`config.mk`:
```
export PLATFORM = sky130hd
export DESIGN_NAME = mem_stage
export DESIGN_NICKNAME = d
export VERILOG_FILES = /design/src/rtl/mem_stage.sv
export SDC_FILE = /design/constraint.sdc
export NUM_CORES = 1
export LEC_CHECK = 0
export BUFFER_PORTS_ARGS = -buffer_cell sky130_fd_sc_hd__buf_2
export CORE_AREA = 3 3 177 179
export CTS_BUF_LIST = sky130_fd_sc_hd__clkbuf_2 sky130_fd_sc_hd__clkbuf_4 sky130_fd_sc_hd__clkbuf_8
export CTS_CLUSTER_SIZE = 10
export DETAILED_ROUTE_END_ITERATION = 6
export DIE_AREA = 0 0 180 182
export SYNTH_ARGS = -nofsm -noshare
export SYNTH_HDL_FRONTEND = slang
export SYNTH_SLANG_ARGS = --single-unit
```
`constraint.sdc`:
```
create_clock -name clk -period 4.85 [get_ports clk]
set_clock_uncertainty 0.2 [all_clocks]
set_input_delay 0.2425 -clock clk [delete_from_list [all_inputs] [get_ports clk]]
set_output_delay 0.2425 -clock clk [all_outputs]
set_load 0.01 [all_outputs]
```
`src/rtl/mem_stage.sv`:
```
`default_nettype none
// ============================================================================
// mem_stage : LoongArch MEM stage - load alignment/extension, response
//             buffering while WB stalls, and discard of flushed responses.
// Revision  : 1.0
// ============================================================================
module mem_stage #(
  parameter int TLBNUM = 16
) (
  input  logic         clk,
  input  logic         reset,
  input  logic         final_ex,
  input  logic         back_ertn_flush,
  input  logic         ws_allowin,
  output logic         ms_allowin,
  input  logic         es_to_ms_valid,
  input  logic [178:0] es_to_ms_bus,
  output logic         ms_to_ws_valid,
  output logic [178:0] ms_to_ws_bus,
  input  logic         data_sram_data_ok,
  input  logic [31:0]  data_sram_rdata,
  output logic [57:0]  ms_forward,
  output logic         ms_ertn_flush,
  output logic         ms_to_es_valid,
  output logic         ms_to_es_ex
);

  // TLB field carries the entry index plus four flag bits
  localparam int TLB_W = $clog2(TLBNUM) + 4;

  typedef enum logic [0:0] {
    IDLE = 1'b0,
    DROP = 1'b1
  } drop_state_e;

  logic         ms_valid_q, ms_valid_d;
  logic [178:0] bus_q, bus_d;
  logic         buf_valid_q, buf_valid_d;
  logic [31:0]  rdata_buf_q, rdata_buf_d;
  drop_state_e  state_q, state_d;

  logic        flush, need_resp, drop, resp_seen, ms_ready_go, leave;
  logic        ex, ertn, res_from_mem;
  logic [1:0]  addr;
  logic [31:0] rd, load_data, final_result;
  logic [7:0]  rd_byte;
  logic [15:0] rd_half;

  assign ex           = bus_q[160];
  assign ertn         = bus_q[168];
  assign res_from_mem = bus_q[70];
  assign addr         = bus_q[79:78];

  assign flush       = final_ex | back_ertn_flush;
  assign need_resp   = ms_valid_q & (res_from_mem | bus_q[72] | bus_q[71] | bus_q[170]) & ~ex;
  assign drop        = (state_q == DROP);
  assign resp_seen   = buf_valid_q | (data_sram_data_ok & ~drop);
  assign ms_ready_go = ~need_resp | resp_seen;
  assign ms_allowin  = ~ms_valid_q | (ms_ready_go & ws_allowin);
  assign ms_to_ws_valid = ms_valid_q & ms_ready_go;
  assign leave       = ms_to_ws_valid & ws_allowin;

  always_comb begin
    ms_valid_d  = ms_valid_q;
    bus_d       = bus_q;
    buf_valid_d = buf_valid_q;
    rdata_buf_d = rdata_buf_q;
    state_d     = state_q;

    if (flush) begin
      ms_valid_d = 1'b0;
    end else if (ms_allowin) begin
      ms_valid_d = es_to_ms_valid;
    end
    if (es_to_ms_valid && ms_allowin) begin
      bus_d = es_to_ms_bus;
    end

    // Hold the beat only while WB refuses it; otherwise it is consumed directly
    if (flush || leave) begin
      buf_valid_d = 1'b0;
    end else if (data_sram_data_ok && !drop && need_resp && !ws_allowin) begin
      buf_valid_d = 1'b1;
      rdata_buf_d = data_sram_rdata;
    end

    case (state_q)
      IDLE:    if (flush && need_resp && !resp_seen) state_d = DROP;
      DROP:    if (data_sram_data_ok) state_d = IDLE;
      default: state_d = IDLE;
    endcase
  end

  always_ff @(posedge clk) begin
    if (reset) begin
      ms_valid_q  <= 1'b0;
      bus_q       <= '0;
      buf_valid_q <= 1'b0;
      rdata_buf_q <= '0;
      state_q     <= IDLE;
    end else begin
      ms_valid_q  <= ms_valid_d;
      bus_q       <= bus_d;
      buf_valid_q <= buf_valid_d;
      rdata_buf_q <= rdata_buf_d;
      state_q     <= state_d;
    end
  end

  always_comb begin
    rd = buf_valid_q ? rdata_buf_q : data_sram_rdata;
    case (addr)
      2'd0:    rd_byte = rd[7:0];
      2'd1:    rd_byte = rd[15:8];
      2'd2:    rd_byte = rd[23:16];
      default: rd_byte = rd[31:24];
    endcase
    rd_half = addr[1] ? rd[31:16] : rd[15:0];

    if (bus_q[76])      load_data = {{24{rd_byte[7]}}, rd_byte};
    else if (bus_q[75]) load_data = {24'd0, rd_byte};
    else if (bus_q[74]) load_data = {{16{rd_half[15]}}, rd_half};
    else if (bus_q[73]) load_data = {16'd0, rd_half};
    else                load_data = rd;

    final_result = res_from_mem ? load_data : bus_q[63:32];
  end

  assign ms_to_ws_bus = {bus_q[178 -: TLB_W], bus_q[170:161], ex & ms_valid_q,
                         bus_q[159:71], 1'b0, bus_q[69:64], final_result, bus_q[31:0]};

  assign ms_forward = {ms_valid_q & res_from_mem & ~ms_ready_go,
                       bus_q[159], bus_q[158:145], bus_q[80],
                       ertn, ex, final_result, bus_q[68:64], bus_q[69], ms_valid_q};

  assign ms_ertn_flush  = ms_valid_q & ertn;
  assign ms_to_es_valid = ms_valid_q;
  assign ms_to_es_ex    = ms_valid_q & ex;

endmodule
`default_nettype wire

```
=== Word level (Yosys, flattened, before mapping) ===
Cells that the tools add are included.

* Bits in registers: 214
* Bits in latches: 0
* Memory bits (writable): 0
* Memory bits (read-only): 0
* Input port bits: 218
* Output and inout port bits: 242
* Logic and storage cells: 55
* Memories kept: 0

* Add/subtract/negate cells: 0
* $mul: 0
* Div/mod/pow operators: 0
* Magnitude comparators: 0
* Equality and inequality tests: 2
* Shift-type cells: 0
* Mux-type cells: 11
* Bitwise logic cells: 23
* Reduce and logical (&&, ||, !) cells: 14

{| class="wikitable"
|+ Operators with widths
! operator !! number
|-
| 32-bit two-way mux || 6
|-
| 8-bit case mux with 3 select lines || 1
|-
| 16-bit two-way mux || 1
|-
| 1-bit AND || 10
|-
| 1-bit OR || 7
|-
| 1-bit logical AND || 6
|-
| 1-bit inverter || 6
|-
| 2-bit OR reduction || 2
|-
| 1-bit logical NOT || 3
|-
| 2-bit by 1-bit equality test with 1-bit output, second input constant || 1
|-
| 2-bit equality test, second input constant || 1
|-
| 2-bit logical NOT || 1
|-
| 1-bit two-way mux || 2
|-
| 1-bit case mux with 2 select lines || 1
|-
| 2-bit AND reduction || 1
|-
| 1-bit logical OR || 1
|}

=== Longest topological paths before layout ===
* Depth after elaboration: 12
* Mapped depth: 8

=== Worst setup path after synthesis ===
No wires, ideal clock.

* Kind: reg2out
* From: register buf_valid_q
* To: output ms_to_ws_bus[52]
* Data arrival time: 2.028 ns
* Required time: 4.408 ns
* Path slack: 2.379 ns
* Cell stages (with the launch flop): 8
* Cells stage by stage: dfxtp_1 -> buf_6 -> mux2_2 -> mux4_2 -> a31oi_4 -> buf_6 -> nand2_2 -> buf_4

* Longest elaborated chain between the ends: 6
* Elaborated cells between the ends (all ways): 8
* Classes of those cells: mux (8)

{| class="wikitable"
|+ Ends and longest elaborated chain
! element !! RTL line !! RTL
|-
| from (decl) || 38 || <nowiki>logic buf_valid_q, buf_valid_d;</nowiki>
|-
| from (signal assigned) || 104 || <nowiki>buf_valid_q <= buf_valid_d;</nowiki>
|-
| 32-bit two-way mux * || 111 || <nowiki>rd = buf_valid_q ? rdata_buf_q : data_sram_rdata;</nowiki>
|-
| 32-bit two-way mux / 16-bit two-way mux (equally long branches) || 123, 118 ||
|-
| 32-bit two-way mux || 122 || <nowiki>else if (bus_q[74]) load_data = {{16{rd_half[15]}}, rd_half};</nowiki>
|-
| 32-bit two-way mux || 121 || <nowiki>else if (bus_q[75]) load_data = {24'd0, rd_byte};</nowiki>
|-
| 32-bit two-way mux * || 120 || <nowiki>if (bus_q[76]) load_data = {{24{rd_byte[7]}}, rd_byte};</nowiki>
|-
| 32-bit two-way mux * || 126 || <nowiki>final_result = res_from_mem ? load_data : bus_q[63:32];</nowiki>
|-
| to (decl) || 19 || <nowiki>output logic [178:0] ms_to_ws_bus,</nowiki>
|}

Every way passes the cells marked *; elsewhere a longest branch is shown, timed or not.

=== Worst setup path after layout ===
* From: register buf_valid_q
* To: output ms_forward[26]

* Longest elaborated chain between the ends: 6
* Elaborated cells between the ends (all ways): 8
* Classes of those cells: mux (8)

{| class="wikitable"
|+ Ends and longest elaborated chain
! element !! RTL line !! RTL
|-
| 32-bit two-way mux * || 111 ||
|-
| 32-bit two-way mux / 16-bit two-way mux (equally long branches) || 123, 118 ||
|-
| 32-bit two-way mux || 122 ||
|-
| 32-bit two-way mux || 121 ||
|-
| 32-bit two-way mux * || 120 ||
|-
| 32-bit two-way mux * || 126 ||
|-
| to (decl) || 22 || <nowiki>output logic [57:0] ms_forward,</nowiki>
|}

Marks and branches as above.

==> results.md <==
- Worst-Margin Slew: 1.10 ns
- Ys async rst share: 0%
- Hold Path Sink: buf_valid_q$_SDFFE_PP0P_
- Via density per instance: 5.35
- Clock share of power: 38.4%
- Clock transition at path regs: 0.06 ns
- CTS Hold Bufs: 218
- Fmax: 0.280 GHz
- Nature of the critical path endpoint: primary output
- Sequential power share: 42.8%
- Synth area leader: dfxtp_1
- Pre-CTS WS: 1.65 ns
- Worst Path Arrival: 3.13 ns
- Unrepaired setup endpoints after global routing: no
- Pleak: 6.61 nW
- Max IR drop VDD: 0.186 mV
- Reg2reg path depth: 5
- CTS tree: done
- DR pass1 iterations: 5
- Routed Antenna Nets: 0
- H-tree levels: 2
- Final setup margin: 1.27 ns
- Yosys Warn Count: 0
- Core area: 0.0297 mm2
- Worst reg2reg setup slack: 1.56 ns
- Syn Area/Cell: 7.97 um2
- Period utilization: 73.7%
- CTS buffer count: 39
- Critical Path RT: 4.41 ns
- Post-synth EDFFs: 0
- Register area share after synthesis: 38.2%
- Post-synth top area share: 38.2%
- Final Instance Area: 0.0150 mm2
- Largest net degree at the start of global routing: 182
- Combinational share of power: 18.8%
- Vias in the first global route: 11700
- Row count: 63
- CTS Root Cell: clkbuf_8
- Clk buf depth: 3
- DRC Markers: 0
- Kind of critical path: flop to primary output
- Layout area overhead: 34.1%
- Antenna violations before repair: 4
- Setup violators final: 0
- Worst r2r src: bus_q[170]$_SDFFE_PP0P_
- HP Class: input port to flop
- Total GRT Usage: 24.3%
- Minimum clock period: 3.58 ns
- Clock sinks: 214
- Worst relative slew slack: 26.1%
- Top-count cell post-synth: a21oi_1
- Total power: 4.44 mW
- Hold depth: 3
- Nets: 2017
- Fin. max-slew vios: 0
- Placed Area: 0.0121 mm2
- Cells after synthesis: 1406
- R2R Path End: bus_q[79]$_SDFFE_PP0P_
- Gpl congestion: 0.874
- Via count: 11800
- Top cells by area, synth: dfxtp_1 (38%), buf_4 (14%), a21oi_1 (11%)
- Status: complete, no violations
- Synth top cells by count: a21oi_1 (236), o21ai_0 (218), dfxtp_1 (214), nand3_1 (214), buf_4 (205)
- Drt total wl: 42100 um
- Synth unique cells: 43
- Full die area: 0.0328 mm2
- NetSw: 1.23 mW
- Critical path peak fanout: 24
- Mapped Nets: 1624
- Ports: 460
- Max_cap viols: 0
- Post-cts gate resize count: 0
- Wire per inst: 19.0 um
- Post-DP HPWL: 26600 um
- Top FF cell, synth: dfxtp_1
- Share of layout cells above drive strength 1: 32.9%
- Final hold viol count: 0
- Iteration-0 DRC Markers: 960
- I/O Buffers: 458
- Synth Register Bits: 214
- Internal power: 3.21 mW
- Grt ovf: 0
- Worst skew pair latency: 0.52 ns
- Hold Startpoint: ws_allowin
- Die Wd: 180 um
- P per Cell Area: 295 mW/mm2
- Critical Path Source Type: flop
- First-pass GRT wire length: 65700 um
- Post-Syn Area: 0.0112 mm2
- Initial core utilization: 37.7%
- Sw Ratio: 27.8%
- Setup repair bufs after CTS: 0
- Setup TNS: 0 ns
- Chip height: 182 um
-- kinds of logic (layout without fill, tap and decap cells) --
group	after synthesis	after routing	share of synthesized area (%)
compound gates	484	484	22.5
flops	214	214	38.2
simple gates	310	310	14.0
other cells	1	4	0.0334
buf+inv	347	759	18.9
mux	50	50	6.35
-- critical path, cell delays in order (launching register included) --
cell and delay (ns):
dfxtp_2 0.73, mux2_2 0.40, mux4_2 0.53, a31oi_4 0.54, nand2_1 0.21, buf_2 0.19
-- final cells by class --
type | instances | area (um2)
Antenna cell | 3 | 7.51
Clock buffer | 56 | 702
Clock inverter | 4 | 47.5
Fill cell | 2804 | 14700
Inverter | 9 | 33.8
Multi-Input combinational cell | 845 | 4850
Sequential cell | 214 | 4290
Tap cell | 390 | 488
Timing Repair Buffer | 690 | 4620
-- layout by cell type, fill, tap and decap left out, types with 2 or more instances in the layout --
cell type / netlist / routed
o211ai_1: 7 / 7
and2_1: 3 / 3
diode_2: 0 / 3
buf_4: 205 / 11
a31oi_1: 3 / 3
nor3_2: 0 / 2
o21ai_0: 218 / 217
mux2_4: 3 / 3
mux4_2: 13 / 13
nor2_1: 26 / 26
nand2b_1: 4 / 4
buf_2: 25 / 457
nand2_2: 10 / 10
nor2b_1: 18 / 18
mux2i_1: 7 / 7
nand2_1: 22 / 22
clkinv_2: 0 / 2
buf_12: 0 / 3
dfxtp_1: 214 / 212
or3_1: 3 / 3
o311a_1: 5 / 5
clkbuf_8: 0 / 45
a21oi_1: 236 / 236
nand3_1: 214 / 214
mux2_2: 27 / 27
o22ai_1: 6 / 6
dlygate4sd3_1: 0 / 218
clkbuf_4: 0 / 11
inv_1: 9 / 9
dfxtp_2: 0 / 2
-- worst max path at each step --
stage | startpoint | endpoint | slack [ns]
after floorplan | buf_valid_q$_SDFFE_PP0P_ | ms_to_ws_bus[52] | 2.38
after global placement | bus_q[71]$_SDFFE_PP0P_ | bus_q[79]$_SDFFE_PP0P_ | 1.71
after detailed placement | bus_q[170]$_SDFFE_PP0P_ | bus_q[79]$_SDFFE_PP0P_ | 1.65
after CTS | buf_valid_q$_SDFFE_PP0P_ | ms_forward[38] | 1.25
after global routing | bus_q[76]$_SDFFE_PP0P_ | ms_forward[38] | 1.03
final | buf_valid_q$_SDFFE_PP0P_ | ms_forward[26] | 1.27
-- flip-flops by register name, summed over array words and instances (netlist names) --
name,count
bus_q,179
rdata_buf_q,32
buf_valid_q,1
drop,1
ms_to_es_valid,1
-- metal layers --
| layer | part of all wire, % | global-route usage [%] | vias to the layer above |
|---|---|---|---|
| met5 | 0.038 | 0 | - |
| met4 | 3.3 | 8.82 | 4 |
| met3 | 8.3 | 5.65 | 111 |
| met2 | 47 | 39.5 | 606 |
| met1 | 41 | 31.5 | 5575 |
| li1 | - | - | 5524 |
-- stage by stage --
| stage | cells | util, % | hold slack [ns] |
|---|---|---|---|
| floorplan | 1406 | - | 0.181 |
| global placement | 1930 | 40.7 | 0.255 |
| detailed placement | 1930 | 40.7 | 0.262 |
| CTS | 2208 | 50.6 | 0.0134 |
| global route | 2210 | 50.6 | 0.0552 |
| finish | 2211 | 50.6 | 0.0593 |
-- power groups by stage --
stage	registers [mW]	logic, mW	clock network, mW
6_report	1.90	0.836	1.70
5_1_grt	1.91	0.904	1.83
4_1_cts	1.90	0.826	1.76
3_5_place_dp	1.93	0.685	0
3_3_place_gp	1.93	0.682	0
2_1_floorplan	1.92	0.506	0
Note: power is estimated with default switching activity, not from simulation.
